File: config.mk
export PLATFORM = sky130hd
export DESIGN_NAME = full_adder
export DESIGN_NICKNAME = d
export VERILOG_FILES = /design/src/rtl/full_adder.sv
export SDC_FILE = /design/constraint.sdc
export NUM_CORES = 1
export LEC_CHECK = 0
export CAP_MARGIN = 5
export CORE_AREA = 2 2 39 41
export CTS_CLUSTER_SIZE = 25
export DETAILED_ROUTE_END_ITERATION = 7
export DIE_AREA = 0 0 41 43
export SYNTH_ARGS = -nofsm -noshare
export SYNTH_HDL_FRONTEND = slang
export SYNTH_SLANG_ARGS = --single-unit
File: constraint.sdc
create_clock -name clk -period 1.7 [get_ports clk]
set_input_delay 0.34 -clock clk [delete_from_list [all_inputs] [get_ports clk]]
set_output_delay 0.34 -clock clk [all_outputs]
set_load 0.02 [all_outputs]
File: src/rtl/full_adder.sv
// full_adder: 1-bit full adder with optional output register and stored carry for bit-serial addition
module full_adder #(
    parameter bit REGISTERED = 1'b1
) (
    input  logic clk,
    input  logic rst_n,
    input  logic e1,
    input  logic e2,
    input  logic cin,
    input  logic en,
    input  logic chain,
    output logic sum,
    output logic cout,
    output logic valid
);
    logic carry_q, ci, s, c;
    // select carry source and form the combinational sum/carry
    always_comb begin
        ci = chain ? carry_q : cin;
        s  = e1 ^ e2 ^ ci;
        c  = (e1 & e2) | (e1 & ci) | (e2 & ci);
    end
    // stored carry advances only on an enabled operation
    always_ff @(posedge clk or negedge rst_n)
        if (!rst_n) carry_q <= 1'b0;
        else if (en) carry_q <= c;
    generate
        if (REGISTERED) begin : g_reg
            logic sum_q, cout_q, valid_q;
            // capture result on en, hold otherwise; valid marks a fresh capture
            always_ff @(posedge clk or negedge rst_n)
                if (!rst_n) begin
                    sum_q   <= 1'b0;
                    cout_q  <= 1'b0;
                    valid_q <= 1'b0;
                end else begin
                    valid_q <= en;
                    if (en) begin
                        sum_q  <= s;
                        cout_q <= c;
                    end
                end
            assign sum   = sum_q;
            assign cout  = cout_q;
            assign valid = valid_q;
        end else begin : g_comb
            assign sum   = s;
            assign cout  = c;
            assign valid = en;
        end
    endgenerate
endmodule

==> impl_metrics.yaml <==
yosys:
  synth_nets: 15
  yosys_warnings: 0
  netlist.area_leader.share: 0.583
  netlist-cell-type-count: 3
  yosysSeqAreaShare: 0.583
  synth_area_um2: 129
  ys_top_cells_by_area: "dfrtp_1 (58%), mux2_2 (26%), fa_1 (16%)"
  synth_cells: 7
  synth.largest_area_cell: "dfrtp_1"
  syn_area_per_cell_um2: 18.4
  synth-seq-cells: 3
sta:
  min_period_ps: 1630
  period_share: 0.956
  skew_ps: 0.0261
  relSlewSlack: 0.857
  rsz0062_at_grt: "no"
  tightestPinTransition_ps: 214
  timing.hold.ws_ps: 297
  hold_violations: 0
  slew_violations: 0
  maxClockFrequency_mhz: 615
  setup_viol: 0
detailed_routing:
  drt_iter0_markers: 0
  ant_nets: 0
  firstDrtPassIters: 1
  wl_per_cell_um: 10.8
  wirelength_um: 387
  drcViolationCount: 0
  num_vias: 114
  via_per_inst: 3.17
global_routing:
  antenna_found_initial: 0
  track_usage: 0.0662
  grt_max_degree: 4
  grt_pass1_vias: 161
  grt_pass1_wl_um: 662
  overflow: 0
final_layout:
  nets: 29
  final_util: 0.193
  layout_commonest_cell: "clkdlybuf4s50_1"
  drive_above_1_share: 0.300
  num_antenna_cells: 0
  layout_common_cells: "clkdlybuf4s50_1 (8), dfrtp_1 (3), clkbuf_4 (3)"
  fin_area_um2: 268
  area_growth_pct: 108
floorplan:
  die_h_um: 43
  coreArea_mm2: 0.00138
  io_pins: 10
  die-area_mm2: 0.00176
  fp-row-count: 14
  fp.dieW_um: 41
  start_util: 0.0931
job:
  max-cap-violations: 0
pwr:
  p_leak_nw: 0.110
  worst_ir_drop_vdd_v: 0.000163
  p_total_mw: 0.290
  powerDensity_mw_per_mm2: 1080
worst_setup_path:
  critical_path_buf_inv_count: 1
  max_stage_delay_ps: 420
  critPathSlowestCell: "clkdlybuf4s50_1"
  cp.required_ps: 1810
  worst_setup_path_end_kind: "register"
  path_max_fanout: 1
  startpoint_type: "input pin"
  worstPathArrival_ps: 1740
  path_cells: "clkdlybuf4s50_1 > mux2_4 > fa_1 > mux2_2"
  cpLargestDelayFamily: "multiplexers"
  path_class: "in2reg"
clock_network:
  cts_tree: "yes"
  htree_levels: 1
  cts_sinks: 3
  clk_latency_ps: 230
  cts_root_buf: "clkbuf_4"
  numCtsBuffers: 3
  cts.clk_slew.worst_paths_ps: 40
  clock_path_buffers: 2
worst_hold_path:
  hp-class: "in2async"
place:
  dpl_cell_area_um2: 239
  portBuffers: 9
  place.gp.congestion: 0.470
run_status:
  status: "finished clean"
worst paths after layout:
check                                    start  cells after the start  slack [ps]               to
max                                        cin                      4          70  sum$_DFFE_PN0P_
min                                      rst_n                      1         300  sum$_DFFE_PN0P_
max reg2reg                carry_q$_DFFE_PN0P_                      3         230  sum$_DFFE_PN0P_
min reg2reg                    sum$_DFFE_PN0P_                      1         500  sum$_DFFE_PN0P_
max in group asynchronous                rst_n                      1        1260  valid$_DFF_PN0_
min in group clk               sum$_DFFE_PN0P_                      1         500  sum$_DFFE_PN0P_
registers in the layout, summed over array words and instances, names as in the netlist:
signal   flops
valid        1
carry_q      1
sum          1
metrics by stage:
| stage | TNS [ps] | worst slack, ps | std cells |
|---|---|---|---|
| final | 0 | 74.5 | 36 |
| after global routing | 0 | 27.9 | 36 |
| after CTS | 0 | 72.9 | 36 |
| after detailed placement | -499 | -279 | 32 |
| after global placement | -405 | -237 | 32 |
| after floorplan | 0 | 175 | 7 |
cell type report:
class	instances	area (µm²)
sequential	3	75.1
tap	16	20.0
multi-input combinational	4	57.6
fill	150	1120
timing repair buffer	9	88.8
clock buffer	4	26.3
kinds of logic (layout without fill, tap and decap cells):
group / after synthesis / count (layout) / share of synthesized area
multiplexers: 3 / 3 / 0.262
buffers and inverters: 0 / 13 / 0
adder cells (fa/ha/maj): 1 / 1 / 0.155
flip-flops: 3 / 3 / 0.583
timing repair:
action / CTS / global route
endpoints found under the setup margin: 1 / 0
buffers inserted: 0 / 0
hold buffers: 0 / 0
resized for setup: 2 / 0
cell usage after synthesis, drive strengths merged:
master  number
dfrtp        3
fa           1
mux2         3
layer usage:
metal	wire length (µm)	up-vias	track usage
met5	0	-	0
met4	0	0	0.0400
met3	65	0	0.0785
met2	194	10	0.0938
met1	127	54	0.0481
li1	-	50	-
power breakdown:
| part | internal, mW | switching [mW] |
|---|---|---|
| combinational | 0.0462 | 0.0312 |
| sequential | 0.0836 | 0.00590 |
| clock | 0.0878 | 0.0348 |
| total | 0.218 | 0.0719 |
Note: power is estimated with default switching activity, not from simulation.
